<file path="src/rtl/uart_rx_pkg.sv">
`default_nettype none
// uart_rx_pkg: shared state encoding, format limits and FIFO word layout for the UART receiver.
// Rev 1.0
package uart_rx_pkg;

   typedef enum logic [6:0] {
      ST_IDLE   = 7'b0000001,
      ST_START  = 7'b0000010,
      ST_DATA   = 7'b0000100,
      ST_PARITY = 7'b0001000,
      ST_STOP1  = 7'b0010000,
      ST_STOP2  = 7'b0100000,
      ST_BREAK  = 7'b1000000
   } rx_state_t;

   localparam logic [3:0] c_DATA_BITS_MIN = 4'd5;
   localparam logic [3:0] c_DATA_BITS_MAX = 4'd9;
   localparam logic [3:0] c_ACQ_NUM_MIN   = 4'd4;

   // Flag positions above the data field of a stored word
   localparam int c_WORD_PERR_OFS = 0;
   localparam int c_WORD_FERR_OFS = 1;

endpackage
`default_nettype wire

</file>
<file path="src/rtl/uart_rx_fifo.sv">
`default_nettype none
// uart_rx_fifo: first-word-fall-through FIFO with level, full/empty, sticky overflow and flush.
// Rev 1.0
module uart_rx_fifo #(
   parameter int WIDTH   = 11,
   parameter int DEPTH   = 64,
   parameter int LEVEL_W = 16
) (
   input  logic               clk,
   input  logic               rst,
   input  logic               i_clr,
   input  logic               i_wr,
   input  logic [WIDTH-1:0]   i_wdata,
   input  logic               i_rd,
   output logic [WIDTH-1:0]   o_rdata,
   output logic               o_empty,
   output logic               o_full,
   output logic               o_over,
   output logic [LEVEL_W-1:0] o_level
);
   localparam int               c_AW   = $clog2(DEPTH);
   localparam logic [c_AW:0]    c_FULL = (c_AW+1)'(DEPTH);

   logic [WIDTH-1:0] r_mem [DEPTH];
   logic [c_AW-1:0]  r_wp, r_rp;
   logic [c_AW:0]    r_cnt;
   logic             r_over;
   logic             w_empty, w_full, w_rd, w_wr;

   assign w_empty = (r_cnt == '0);
   assign w_full  = (r_cnt == c_FULL);
   assign w_rd    = i_rd && !w_empty;
   // A read in the same cycle frees the slot, so a write into a full FIFO is still accepted
   assign w_wr    = i_wr && (!w_full || w_rd);

   always_ff @(posedge clk) begin
      if (w_wr && !i_clr)
         r_mem[r_wp] <= i_wdata;
   end

   always_ff @(posedge clk or negedge rst) begin
      if (!rst) begin
         r_wp   <= '0;
         r_rp   <= '0;
         r_cnt  <= '0;
         r_over <= 1'b0;
      end else if (i_clr) begin
         r_wp   <= '0;
         r_rp   <= '0;
         r_cnt  <= '0;
         r_over <= 1'b0;
      end else begin
         if (w_wr)
            r_wp <= r_wp + 1'b1;
         if (w_rd)
            r_rp <= r_rp + 1'b1;
         r_cnt <= r_cnt + (c_AW+1)'(w_wr) - (c_AW+1)'(w_rd);
         if (i_wr && !w_wr)
            r_over <= 1'b1;
      end
   end

   assign o_rdata = w_empty ? '0 : r_mem[r_rp];
   assign o_empty = w_empty;
   assign o_full  = w_full;
   assign o_over  = r_over;
   assign o_level = LEVEL_W'(r_cnt);

endmodule
`default_nettype wire

</file>
<file path="src/rtl/uart_rx_core_v3.sv">
`default_nettype none
// uart_rx_core_v3: oversampling UART receiver with runtime frame format and FWFT receive FIFO.
// Rev 1.0
module uart_rx_core_v3
   import uart_rx_pkg::*;
#(
   parameter int MAX_DATA_BITS = 9,
   parameter int FIFO_DEPTH    = 64,
   parameter int LEVEL_W       = 16
) (
   input  logic                     clk,
   input  logic                     rst,
   input  logic                     p_Enable_i,
   input  logic                     AcqSig_i,
   input  logic [3:0]               AcqNumPerBit_i,
   input  logic [3:0]               DataBits_i,
   input  logic                     p_ParityEnable_i,
   input  logic                     ParityMethod_i,
   input  logic                     p_TwoStop_i,
   input  logic                     p_BigEnd_i,
   input  logic                     Rx_i,
   input  logic                     n_Rd_i,
   input  logic                     n_Clr_i,
   output logic [MAX_DATA_BITS-1:0] Data_o,
   output logic                     p_HeadParityErr_o,
   output logic                     p_HeadFrameErr_o,
   output logic                     p_Empty_o,
   output logic                     p_Full_o,
   output logic                     p_Over_o,
   output logic                     p_Break_o,
   output logic [LEVEL_W-1:0]       RxFifoLevel_o,
   output logic                     Byte_Synch_o
);
   localparam int         c_WW     = MAX_DATA_BITS + 2;
   localparam logic [3:0] c_DB_MAX = (MAX_DATA_BITS < 9) ? 4'(MAX_DATA_BITS) : c_DATA_BITS_MAX;

   rx_state_t              r_state, w_next;
   logic [1:0]             r_sync;
   logic                   r_rxs_d;
   logic [3:0]             r_n, r_dbits, r_cnt, r_bitidx;
   logic                   r_par_en, r_par_odd, r_two, r_big, r_parbit;
   logic [2:0]             r_samp;
   logic [MAX_DATA_BITS-1:0] r_data;
   logic                   r_wr, r_synch, r_break;
   logic [c_WW-1:0]        r_word;
   logic [c_WW-1:0]        w_head;

   logic                   w_rxs, w_fall, w_last, w_maj, w_perr, w_complete, w_brk;
   logic [3:0]             w_mid, w_pos;
   logic [2:0]             w_samp;

   assign w_rxs  = r_sync[1];
   assign w_fall = p_Enable_i & r_rxs_d & ~w_rxs;

   // The third sample can land on the resolving tick, so the vote sees the live value
   always_comb begin
      w_mid  = r_n >> 1;
      w_last = (r_cnt == r_n - 4'd1);
      for (int k = 0; k < 3; k++)
         w_samp[k] = (AcqSig_i && (r_cnt == w_mid - 4'd1 + 4'(k))) ? w_rxs : r_samp[k];
      w_maj  = (w_samp[0] & w_samp[1]) | (w_samp[0] & w_samp[2]) | (w_samp[1] & w_samp[2]);
      w_pos  = r_big ? (r_dbits - 4'd1 - r_bitidx) : r_bitidx;
      w_perr = r_par_en & (^r_data ^ r_par_odd ^ r_parbit);
   end

   always_comb begin
      w_next     = r_state;
      w_complete = 1'b0;
      w_brk      = 1'b0;
      case (r_state)
         ST_IDLE:   if (w_fall) w_next = ST_START;
         ST_START:  if (AcqSig_i && w_last) w_next = w_maj ? ST_IDLE : ST_DATA;
         ST_DATA:   if (AcqSig_i && w_last && (r_bitidx == r_dbits - 4'd1))
                       w_next = r_par_en ? ST_PARITY : ST_STOP1;
         ST_PARITY: if (AcqSig_i && w_last) w_next = ST_STOP1;
         ST_STOP1:  if (AcqSig_i && w_last) begin
                       if (!w_maj && (r_data == '0) && (!r_par_en || !r_parbit)) begin
                          w_next = ST_BREAK;
                          w_brk  = 1'b1;
                       end else if (r_two && w_maj) begin
                          w_next = ST_STOP2;
                       end else begin
                          w_next     = ST_IDLE;
                          w_complete = 1'b1;
                       end
                    end
         ST_STOP2:  if (AcqSig_i && w_last) begin
                       w_next     = ST_IDLE;
                       w_complete = 1'b1;
                    end
         ST_BREAK:  if (w_rxs && AcqSig_i && w_last) w_next = ST_IDLE;
         default:   w_next = ST_IDLE;
      endcase
      if (!p_Enable_i) begin
         w_next     = ST_IDLE;
         w_complete = 1'b0;
         w_brk      = 1'b0;
      end
   end

   always_ff @(posedge clk or negedge rst) begin
      if (!rst) begin
         r_state   <= ST_IDLE;
         r_sync    <= 2'b11;
         r_rxs_d   <= 1'b1;
         r_n       <= c_ACQ_NUM_MIN;
         r_dbits   <= c_DATA_BITS_MIN;
         r_par_en  <= 1'b0;
         r_par_odd <= 1'b0;
         r_two     <= 1'b0;
         r_big     <= 1'b0;
         r_parbit  <= 1'b0;
         r_cnt     <= '0;
         r_bitidx  <= '0;
         r_samp    <= 3'b111;
         r_data    <= '0;
         r_wr      <= 1'b0;
         r_synch   <= 1'b0;
         r_break   <= 1'b0;
         r_word    <= '0;
      end else begin
         r_sync  <= {r_sync[0], Rx_i};
         r_rxs_d <= w_rxs;
         r_state <= w_next;
         r_wr    <= w_complete;
         r_synch <= w_complete;
         if (w_complete) begin
            r_word                                   <= {2'b00, r_data};
            r_word[MAX_DATA_BITS + c_WORD_FERR_OFS] <= ~w_maj;
            r_word[MAX_DATA_BITS + c_WORD_PERR_OFS] <= w_perr;
         end
         if (r_state == ST_IDLE) begin
            // Format is captured continuously while idle and frozen for the frame
            r_n       <= (AcqNumPerBit_i < c_ACQ_NUM_MIN) ? c_ACQ_NUM_MIN : AcqNumPerBit_i;
            r_dbits   <= (DataBits_i < c_DATA_BITS_MIN) ? c_DATA_BITS_MIN :
                         (DataBits_i > c_DB_MAX) ? c_DB_MAX : DataBits_i;
            r_par_en  <= p_ParityEnable_i;
            r_par_odd <= ParityMethod_i;
            r_two     <= p_TwoStop_i;
            r_big     <= p_BigEnd_i;
            r_parbit  <= 1'b0;
            r_cnt     <= '0;
            r_bitidx  <= '0;
            r_samp    <= 3'b111;
            r_data    <= '0;
         end else if (r_state == ST_BREAK) begin
            if (!w_rxs)
               r_cnt <= '0;
            else if (AcqSig_i)
               r_cnt <= w_last ? 4'd0 : r_cnt + 4'd1;
         end else if (AcqSig_i) begin
            r_samp <= w_samp;
            if (w_last) begin
               r_cnt <= '0;
               if (r_state == ST_DATA) begin
                  for (int i = 0; i < MAX_DATA_BITS; i++)
                     if (4'(i) == w_pos) r_data[i] <= w_maj;
                  r_bitidx <= r_bitidx + 4'd1;
               end
               if (r_state == ST_PARITY)
                  r_parbit <= w_maj;
            end else begin
               r_cnt <= r_cnt + 4'd1;
            end
         end
         if (w_brk)
            r_break <= 1'b1;
         else if (!n_Clr_i)
            r_break <= 1'b0;
      end
   end

   uart_rx_fifo #(
      .WIDTH   (c_WW),
      .DEPTH   (FIFO_DEPTH),
      .LEVEL_W (LEVEL_W)
   ) u_fifo (
      .clk     (clk),
      .rst     (rst),
      .i_clr   (~n_Clr_i),
      .i_wr    (r_wr),
      .i_wdata (r_word),
      .i_rd    (~n_Rd_i),
      .o_rdata (w_head),
      .o_empty (p_Empty_o),
      .o_full  (p_Full_o),
      .o_over  (p_Over_o),
      .o_level (RxFifoLevel_o)
   );

   assign Data_o            = w_head[MAX_DATA_BITS-1:0];
   assign p_HeadParityErr_o = w_head[MAX_DATA_BITS + c_WORD_PERR_OFS];
   assign p_HeadFrameErr_o  = w_head[MAX_DATA_BITS + c_WORD_FERR_OFS];
   assign p_Break_o         = r_break;
   assign Byte_Synch_o      = r_synch;

endmodule
`default_nettype wire

</file>
<file path="config.mk">
export PLATFORM = sky130hd
export DESIGN_NAME = uart_rx_core_v3
export DESIGN_NICKNAME = d
export VERILOG_FILES = /design/src/rtl/uart_rx_pkg.sv /design/src/rtl/uart_rx_fifo.sv /design/src/rtl/uart_rx_core_v3.sv
export SDC_FILE = /design/constraint.sdc
export NUM_CORES = 1
export LEC_CHECK = 0
export ABC_AREA = 1
export CORE_MARGIN = 4
export CORE_UTILIZATION = 55
export DETAILED_ROUTE_END_ITERATION = 10
export PLACE_DENSITY_LB_ADDON = 0.25
export SYNTH_ARGS = -nofsm -noshare
export SYNTH_HDL_FRONTEND = slang
export SYNTH_SLANG_ARGS = --single-unit
</file>
<file path="constraint.sdc">
create_clock -name clk -period 4.7 [get_ports clk]
set_input_delay 1.175 -clock clk [delete_from_list [all_inputs] [get_ports clk]]
set_output_delay 1.175 -clock clk [all_outputs]
set_load 0.05 [all_outputs]
</file>
# [Yosys cells after proc, flatten, opt, wreduce, memory -nomap -nowiden]
# Memory sizes are Yosys's and may differ from the RTL's.
# Cells that the tools add are included.
[totals] regBits=76 mem_bits_rw=704 out_inout_bits=32 word_cells=217 memories=1
[classes] n_addsub=12 n_lt_le_gt_ge=3 n_eq_ne=33 mux=74 bitwise_logic=13 reduce_logical=52
[memory_table] name="u_fifo.r_mem" words=64 word_bits=11 read_ports=1 rd_ports_with_merged_regs=0 write_ports=1 line_no="uart_rx_fifo.sv:24" source="logic [WIDTH-1:0] r_mem [DEPTH];"
[op_table] cell="2-to-1 mux 7 bit" n=10
[op_table] cell="2-to-1 mux 4 bit" n=14
[op_table] cell="case mux 7 bit (7 select lines)" n=1
[op_table] cell="2-to-1 mux 9 bit" n=5
[op_table] cell="AND reduction 5 bit" n=9
[op_table] cell="2-to-1 mux 1 bit" n=32
[op_table] cell="2-to-1 mux 6 bit" n=5
[op_table] cell="nonzero test 2 bit" n=13
[op_table] cell="inequality test 3 bit (second input constant)" n=7
[op_table] cell="== test 4 bit" n=5
[op_table] cell="== test 3 x 4 -> 1 bit (first input constant)" n=4
[op_table] cell="== test 7 bit (second input constant)" n=2
[op_table] cell="logical AND 1 bit" n=14
[op_table] cell="adder 4 x 1 -> 4 bit (second input constant)" n=3
[op_table] cell="adder 6 x 1 -> 6 bit (second input constant)" n=2
[op_table] cell="2-to-1 mux 3 bit" n=4
[op_table] cell="2-to-1 mux 11 bit" n=1
[op_table] cell="zero test 9 bit" n=1
[op_table] cell="XOR reduction 9 bit" n=1
[op_table] cell="== test 2 x 4 -> 1 bit (first input constant)" n=2
[op_table] cell="< comparator 4 x 3 -> 1 bit (second input constant)" n=2
[op_table] cell="inequality test 2 x 1 -> 1 bit (second input constant)" n=4
[op_table] cell="AND reduction 4 bit" n=2
[op_table] cell="subtractor 4 x 1 -> 4 bit (second input constant)" n=2
[op_table] cell="27 further kinds" n=42

# [Logic depth before layout (Yosys ltp)]
# Gate-level depths: netlist of run 1.
[logic_depth] ltp_word=16 depth_mapped=23 depth_no_buf=22

# [Cells and area by module]
# A second synthesis of run 1 with hierarchy kept.
[hier_totals] cells_unflattened=3006 hier_area_um2=33289.4
[modules_own_cells] mod="uart_rx_fifo" instances=1 cells_per_inst=2575 area_each_um2=29811.1
[modules_own_cells] mod="uart_rx_core_v3" instances=1 cells_per_inst=431 area_each_um2=3478.3

# [Worst setup path after synthesis of run 1]
# No wires, ideal clock.
[synth_timing] path_type="register -> register" from="register u_fifo.r_cnt[2]" to="memory u_fifo.r_mem[49][0], enable pin" setup_ps=408 t_arrival_ps=3211 setup_slack_ps=1081 path_stages_with_launch=11 path_cell_list="dfrtp_1 > inv_1 > ha_1 > nand3_1 > nor2_1 > nand2_1 > nand2_1 > nor2_1 > clkbuf_1 > nand2_1 > nor4_1"
[synth_between] elab_cells_between_ends=10 classes_between="1 x eq/ne; 2 x mux; 7 x reduce/logical"
[synth_lines] item="from (decl)" line_no="uart_rx_fifo.sv:26" source="logic [c_AW:0] r_cnt;"
[synth_lines] item="from (signal assigned)" line_no="uart_rx_fifo.sv:57" source="r_cnt <= r_cnt + (c_AW+1)'(w_wr) - (c_AW+1)'(w_rd);"
[synth_lines] item="== test 7 bit" line_no="uart_rx_fifo.sv:31" source="assign w_full = (r_cnt == c_FULL);"
[synth_lines] item="via p_Full_o" line_no="uart_rx_core_v3.sv:28" source="output logic p_Full_o,"
[synth_lines] item="zero test 1 bit" line_no="uart_rx_fifo.sv:34" source="assign w_wr = i_wr && (!w_full || w_rd);"
[synth_lines] item="logical OR 1 bit" line_no="uart_rx_fifo.sv:34"
[synth_lines] item="logical AND 1 bit" line_no="uart_rx_fifo.sv:34"
[synth_lines] item="logical AND 1 bit" line_no="uart_rx_fifo.sv:37" source="if (w_wr && !i_clr)"
[synth_lines] item="2-to-1 mux 1 bit" line_no="uart_rx_fifo.sv:37"
[synth_lines] item="2-to-1 mux 1 bit (implied by the code)" line_no="uart_rx_fifo.sv:38" source="r_mem[r_wp] <= i_wdata;"
[synth_lines] item="to (decl)" line_no="uart_rx_fifo.sv:24"
# The timed path passes the listed nets, and every way through them passes these cells.

# [Worst setup path in the final report of run 1]
[layout_timing] from="register u_fifo.r_rp[0]" to="output port Data_o[2]"
[layout_between] elab_chain_len=2
[layout_lines] item="from (decl)" line_no="uart_rx_fifo.sv:25" source="logic [c_AW-1:0] r_wp, r_rp;"
[layout_lines] item="from (signal assigned)" line_no="uart_rx_fifo.sv:56" source="r_rp <= r_rp + 1'b1;"
[layout_lines] item="memory (64 x 11 bit)"
[layout_lines] item="2-to-1 mux 11 bit" line_no="uart_rx_fifo.sv:63" source="assign o_rdata = w_empty ? '0 : r_mem[r_rp];"
[layout_lines] item="to (decl)" line_no="uart_rx_core_v3.sv:24" source="output logic [MAX_DATA_BITS-1:0] Data_o,"
# Every way passes these cells.

==> metrics.log, run 1 <==
INFO  metric share_of_synthesized_area_spent_on_multiplexers = 0
INFO  metric dr_wl_met3 = ~7.6 mm
INFO  metric port-buffer-count = 41
INFO  metric grt_pass1_vias = ~21000
INFO  metric io_pins = 51
INFO  metric floorplan.die_area = about 63000 sq um
INFO  metric synth_area = 32230 sq um
INFO  metric clock_sinks = 780
INFO  metric antenna_found_initial = 0
INFO  metric required = ~3.5 ns
INFO  metric vias = roughly 22000
INFO  metric routabilityCongestion = between 0.8 and 0.9
INFO  metric routed_wire_length = between 80 and 90 mm
INFO  metric final_core_utilization = 0.6327
INFO  metric main_combinational_cell_family_by_area_after_synthesis = compound AO/OA/AOI/OAI gates
INFO  metric yosys.area_share.xor_xnor = 0.005162
INFO  metric end_kind = output pin
INFO  metric grt_first_pass_wirelength = 126.7 mm
INFO  metric report.final.slew_viol_count = 0
INFO  metric synthSimpleGateAreaFrac = 0.1145
INFO  metric yosys.cell_count.top_type = sky130_fd_sc_hd__edfxtp_1
INFO  metric ratio_of_cells_with_drive_above_1_in_the_final_layout = 0.1159
INFO  metric top_layer = met4
INFO  metric final_layout_setup_total_negative_slack = 0 ns
INFO  metric slew_headroom = 0.3177
INFO  metric async_flop_share = 0.09744
INFO  metric setup-violations-final = 0
INFO  metric ctsLongestPathBuffers = 3
INFO  metric cts_made_buffers = 76
INFO  metric insertion_delay = 0.63 ns
INFO  metric fin_worst_hold_slack = ~0.36 ns
INFO  metric final_antenna_net_count = 0
INFO  metric cts-hold-fix-buffers = 0
INFO  metric synth.yosys.warnings = 0
INFO  metric unrepaired_setup_endpoints_after_global_routing = false
INFO  metric power.leakage = 12.61 nW
INFO  metric drt_pre_antenna_iters = 6
INFO  metric postSynthAreaPerCell = approximately 12 sq um
INFO  metric initial_core_util = 0.5576
INFO  metric dr_wl_met2 = approximately 40 mm
INFO  metric yosysTopAreaCell = sky130_fd_sc_hd__edfxtp_1
INFO  metric synth_compound_area_frac = 0.1196
INFO  metric finalCriticalPeriod = ~4.6 ns
INFO  metric final_hold_viol_count = 0
INFO  metric pwr_density_cell = between 400 and 500 nW/um^2
INFO  metric clock_tree_from_tritoncts = yes
INFO  metric core-area = around 58000 sq um
INFO  metric final_clock_skew = ~0.026 ns
INFO  metric post-route-period-util = 0.9752
INFO  metric grtUsageTotal = 0.2603
INFO  metric clk_root_buffer_cell = sky130_fd_sc_hd__clkbuf_16
INFO  metric synth-edff-count = between 700 and 800
INFO  metric setup.worst_path.start_class = register
INFO  metric grt_overflow_total = 0
INFO  metric hpwl = a little under 50 mm
INFO  metric synth-adder-area-share = 0.01095
INFO  metric yosysSeqAreaShare = 0.7152
INFO  metric die_h = between 200 and 300 um
INFO  metric postSynthRegisterBits = between 700 and 800
INFO  metric fmax = ~0.22 GHz
INFO  metric synth.top_cells.by_count = sky130_fd_sc_hd__edfxtp_1, sky130_fd_sc_hd__nor2_1, sky130_fd_sc_hd__o21ai_0
INFO  metric timing_worst_setup_path_type = register to output pin
INFO  metric filler_cell_count = about 4300
INFO  metric timing.max_cap.violations = 0
INFO  metric die_x = between 200 and 300 um
INFO  metric routed_via_density = 6.185
INFO  metric grt_max_degree = between 90 and 100
INFO  metric worst_pin_slew = 1.023 ns
INFO  metric avgRoutedWirePerCell = about 24 um
INFO  metric yosys_most_used_dff = sky130_fd_sc_hd__edfxtp_1
INFO  metric outcome = finished clean
INFO  metric yosys-top-cells-area = sky130_fd_sc_hd__edfxtp_1, sky130_fd_sc_hd__o21ai_0, sky130_fd_sc_hd__nor2_1, sky130_fd_sc_hd__dfrtp_1, sky130_fd_sc_hd__o22ai_1
INFO  metric worst_hold_path_type = register to register
INFO  metric detailedRoute.firstIterationViolations = roughly 2700
INFO  metric ys_types = 47
INFO  metric worst-path-max-fanout = 82
INFO  metric drt-met1-wl = roughly 33 mm
INFO  metric worst_ep_arrival_time = 3.41 ns
INFO  metric residual_drc = 0
INFO  metric ff2ff_setup_slack = about 1.1 ns
INFO  metric yosysTopAreaCellShare = 0.6558
INFO  metric synth_cells = around 2600
INFO  metric cts.clk_slew.worst_paths = approximately 0.060 ns
INFO  metric htreeDepth = 3
INFO  metric row_count = 88
INFO  metric insertedDiodeCount = 0
INFO  metric worst_ir_drop_on_vdd = 376.4 uV
INFO  metric nets = roughly 2700
INFO  metric synthToLayoutAreaGrowth = 13.46%
## per-stage QoR
stage               std cells  power, mW  area (sq um)  setup WS [ns]
finish                   3527      18.04         36570         0.1167
CTS                      3526      18.07         36550        0.07900
floorplan                2636      10.76         32260          1.081
detailed placement       3388      12.16         34130         0.4112
global route             3527      18.84         36570        0.01985
global placement         3388      12.02         34130         0.5538
## cell families after synthesis
logic type	after synthesis
AO/OA/AOI/OAI	671
XOR/XNOR	19
adder cells (fa/ha/maj)	27
buffers and inverters	274
flip-flops	780
other	1
AND/OR/NAND/NOR	856
## registers in the layout, indices dropped and copies added (netlist names)
| register | flops |
|---|---|
| u_fifo.r_wp | 6 |
| r_n | 4 |
| r_bitidx | 4 |
| r_data | 9 |
| r_big | 1 |
| u_fifo.r_rp | 6 |
| r_par_en | 1 |
| r_parbit | 1 |
| Byte_Synch_o | 1 |
| r_word | 11 |
| u_fifo.o_over | 1 |
| r_cnt | 4 |
| u_fifo.r_cnt | 7 |
| r_sync | 2 |
| r_par_odd | 1 |
| u_fifo.r_mem | 704 |
| r_two | 1 |
| r_dbits | 4 |
| r_samp | 3 |
| r_rxs_d | 1 |
| p_Break_o | 1 |
| r_state | 7 |
## area by class of cell
| class | count | area, sq um | area share |
|---|---|---|---|
| sequential | 780 | 23080 | 0.6310 |
| multi-input combinational | 1582 | 8128 | 0.2222 |
| clock buffer | 97 | 2032 | 0.05556 |
| timing repair buffer | 159 | 1590 | 0.04348 |
| tap | 765 | 957.2 | 0.02617 |
| inverter | 103 | 401.6 | 0.01098 |
| clock inverter | 41 | 386.6 | 0.01057 |
## cell usage in the layout, fill, tap and decap left out, drive strengths merged, types with 10 or more instances in the layout
cell type      Yosys  layout
nand2            206     206
clkbuf           134      97
nand4             35      35
nor3              22      22
xnor2             10      10
inv               99     102
o221ai            72      72
a21oi             58      58
buf               37     130
nand3            127     127
dfrtp             66      66
o22ai            108     108
clkinv             4      36
ha                25      25
dfstp             10      10
clkdlybuf4s50      0      29
o211ai            17      17
o21ai            398     398
edfxtp           704     704
nor2             461     461
## power breakdown
part	total, mW	internal (mW)	switching (mW)
clock network	5.94	3.36	2.58
registers	7.91	7.71	0.204
logic	4.18	1.36	2.82
## repair_timing
action,CTS,global route
setup buffers,0,1
gates resized for setup,0,3
endpoints found under the setup margin,0,8
endpoints found under the hold margin,0,0
## worst max-delay path: stages, from the launching register on
cell and delay [ns]:
sky130_fd_sc_hd__dfrtp_4 0.47, sky130_fd_sc_hd__buf_12 0.29, sky130_fd_sc_hd__buf_12 0.33, sky130_fd_sc_hd__o21ai_0 0.19
sky130_fd_sc_hd__o221ai_1 0.40, sky130_fd_sc_hd__nand3_1 0.23, sky130_fd_sc_hd__nand4_1 0.17, sky130_fd_sc_hd__nand3_1 0.08
sky130_fd_sc_hd__a21oi_1 0.31, sky130_fd_sc_hd__buf_12 0.18
## final timing paths
check	from	end	cells after the start
min reg2reg	r_sync[0]	r_sync[1]	0
max reg2reg	u_fifo.r_cnt[2]	u_fifo.r_mem[41][7]	10
max in group asynchronous	rst	u_fifo.r_rp[0]	1
min in group asynchronous	rst	r_cnt[2]	1
min	r_sync[0]	r_sync[1]	0
max	u_fifo.r_rp[0]	Data_o[2]	9
## routing by layer
layer,vias up,track usage
met4,0,0.09986
met1,10730,0.3624
li1,9771,-
met2,1157,0.4165
met3,157,0.04506
met5,-,0
Power figures use the tool's default switching activity.
==> inputs of run 2 (changes only) <==
Settings changed: CORE_MARGIN 4 to unset.
==> metrics.log, run 2 (synthesis gave the netlist of run 1 again) <==
INFO  metric post-route-period-util = 0.9741
INFO  metric nets = 2749
INFO  metric port-buffer-count = just over 40
INFO  metric worst_hold_path.endpoint = r_sync[1]
INFO  metric fin_worst_hold_slack = 0.3503 ns
INFO  metric sequential_cell_area = ~23000 sq um
INFO  metric clock_tree_from_tritoncts = yes
INFO  metric cts_made_buffers = about 80
INFO  metric outcome = finished clean
INFO  metric setup.worst_path.start_class = register
INFO  metric finalCriticalPeriod = approximately 4.6 ns
INFO  metric row_count = 88
INFO  metric filler_cell_count = 4245
INFO  metric io_pins = a little over 50
INFO  metric timing.max_cap.violations = 0
INFO  metric place_ws = between 0.6 and 0.7 ns
INFO  metric final_hold_viol_count = 0
INFO  metric largest_register_ffs = 704
INFO  metric final_antenna_net_count = 0
INFO  metric multi_input_area = around 8100 sq um
INFO  metric layout_common_cells = sky130_fd_sc_hd__edfxtp_1, sky130_fd_sc_hd__nor2_1, sky130_fd_sc_hd__o21ai_0, sky130_fd_sc_hd__nand2_1, sky130_fd_sc_hd__nand3_1
INFO  metric critPathSlowestCell = sky130_fd_sc_hd__dfrtp_4
INFO  metric p_total = around 18 mW
INFO  metric critical-path-top-cell-by-count = sky130_fd_sc_hd__buf_12
INFO  metric antenna_found_initial = 1
INFO  metric buffers_and_inverters_on_the_worst_path = 4
INFO  metric max_stage_delay = about 0.58 ns
INFO  metric clk_root_buffer_cell = sky130_fd_sc_hd__clkbuf_16
INFO  metric final_core_utilization = 0.6346
INFO  metric drt_pre_antenna_iters = 6
INFO  metric layoutNonFillerInstCount = around 3500
INFO  metric post-route-cell-area = ~37000 sq um
INFO  metric worst_ep_arrival_time = about 3.4 ns
INFO  metric final_clock_skew = between 0.03 and 0.04 ns
INFO  metric pwr_density_cell = just under 500 nW/um^2
INFO  metric dr_wl_met3 = 7.778 mm
INFO  metric grtUsageTotal = 0.2821
INFO  metric die_h = roughly 240 um
INFO  metric reg2reg_start = u_fifo.r_cnt[2]
INFO  metric insertedDiodeCount = 0
INFO  metric worst_pin_slew = 1.035 ns
INFO  metric rr_worst_depth = 20
INFO  metric clock_sinks = approximately 800
INFO  metric vias = between 20000 and 25000
INFO  metric drt-met1-wl = between 30 and 40 mm
INFO  metric synthToLayoutAreaGrowth = 13.80%
INFO  metric ctsLongestPathBuffers = 3
INFO  metric worst_hold_startpoint = r_sync[0]
INFO  metric grt_overflow_total = 0
INFO  metric report.final.slew_viol_count = 0
INFO  metric grt_first_pass_wirelength = around 130 mm
INFO  metric hold-path-cell-count = 0
INFO  metric fmax = between 0.2 and 0.25 GHz
INFO  metric dr_wl_met2 = around 40 mm
INFO  metric placed_area = roughly 34000 sq um
INFO  metric final_common_cell = sky130_fd_sc_hd__edfxtp_1
INFO  metric unrepaired_setup_endpoints_after_global_routing = false
INFO  metric critical_path.cell_chain = inv_6 -> buf_12 -> buf_12 -> o21ai_0 -> o221ai_1 -> o211ai_1 -> nand3_1 -> nand3_1 -> a21oi_1 -> buf_12
INFO  metric final_layout_setup_total_negative_slack = 0 ns
INFO  metric cts.clk_slew.worst_paths = ~0.060 ns
INFO  metric grt_max_degree = around 120
INFO  metric routabilityCongestion = ~0.88
INFO  metric number_of_placed_cells_counting_well_taps = 3386
INFO  metric die_x = 244.1 um
INFO  metric worst-path-max-fanout = 52
INFO  metric ratio_of_cells_with_drive_above_1_in_the_final_layout = 0.1216
INFO  metric reg.largest.list = u_fifo.r_mem x704, r_word x11, r_data x9
INFO  metric detailedRoute.firstIterationViolations = ~2800
INFO  metric end_kind = output pin
INFO  metric ff2ff_setup_slack = 1.29 ns
INFO  metric htreeDepth = 3
INFO  metric routed_wire_length = approximately 84 mm
INFO  metric core-area = just under 60000 sq um
INFO  metric worst_hold_path_type = register to register
INFO  metric required = 3.52 ns
INFO  metric fin_ws = around 0.12 ns
INFO  metric worst_ir_drop_on_vdd = between 300 and 400 uV
INFO  metric top_layer = met4
INFO  metric slew_headroom = 0.3099
INFO  metric power.leakage = between 10 and 15 nW
INFO  metric timing_worst_setup_path_type = register to output pin
INFO  metric grt_pass1_vias = between 20000 and 25000
INFO  metric regMostFlops = u_fifo.r_mem
INFO  metric initial_core_util = 0.5576
INFO  metric avgRoutedWirePerCell = between 20 and 25 um
INFO  metric routed_via_density = between 6 and 7
INFO  metric insertion_delay = between 0.6 and 0.7 ns
INFO  metric worst_r2r_endpoint = u_fifo.r_cnt[6]
INFO  metric setup-violations-final = 0
INFO  metric hpwl = between 40 and 50 mm
INFO  metric cp_top_family = buffers and inverters
INFO  metric residual_drc = 0
INFO  metric floorplan.die_area = 59580 sq um
## run 2: changes by cell type in the layout (fill, tap and decap cells not counted), sizes merged
| cell | delta |
|---|---|
| clkbuf | +3 |
| clkinvlp | +2 |
| buf | -1 |
| clkinv | -1 |
| inv | -1 |
## run 2: worst max path at each step
stage,cells after the start,start,endpoint
5_1_grt,10,u_fifo.r_rp[1],Data_o[4]
6_report,10,u_fifo.r_rp[1],Data_o[4]
2_1_floorplan,10,u_fifo.r_cnt[2],u_fifo.r_mem[49][0]
3_5_place_dp,10,u_fifo.r_rp[0],Data_o[7]
3_3_place_gp,10,u_fifo.r_rp[0],Data_o[7]
4_1_cts,10,u_fifo.r_rp[0],Data_o[7]
## run 2: routing by layer
metal,GRT usage,vias up
met4,0.1265,0
met5,0,-
met3,0.04884,181
li1,-,9777
met1,0.3877,10810
met2,0.4435,1229
## run 2: worst register-to-register path: cells and delay by family (launching register included)
family	cells	cell delay, ns
fa+ha+maj	4	1.09
simple gates	7	0.75
buf+inv	5	0.57
compound gates	4	0.47
flops	1	0.42
## run 2: layout make-up
| class | instances | share of cell area |
|---|---|---|
| Clock inverter | 41 | 0.01085 |
| Clock buffer | 100 | 0.05795 |
| Multi-Input combinational cell | 1582 | 0.2219 |
| Inverter | 103 | 0.01102 |
| Tap cell | 765 | 0.02609 |
| Timing Repair Buffer | 158 | 0.04305 |
| Sequential cell | 780 | 0.6291 |
## run 2: power by group
part	internal (mW)	total [mW]	switching, mW	leakage [nW]
Clock	3.50	6.13	2.64	1.24
Sequential	7.71	7.91	0.202	7.47
Combinational	1.36	4.16	2.81	3.95
Total	12.6	18.2	5.65	12.7
## run 2: repair_timing
item / in CTS / in global routing
gates resized for setup: 1 / 5
hold buffers: 0 / 0
endpoints found under the setup margin: 4 / 11
buffers inserted: 0 / 2
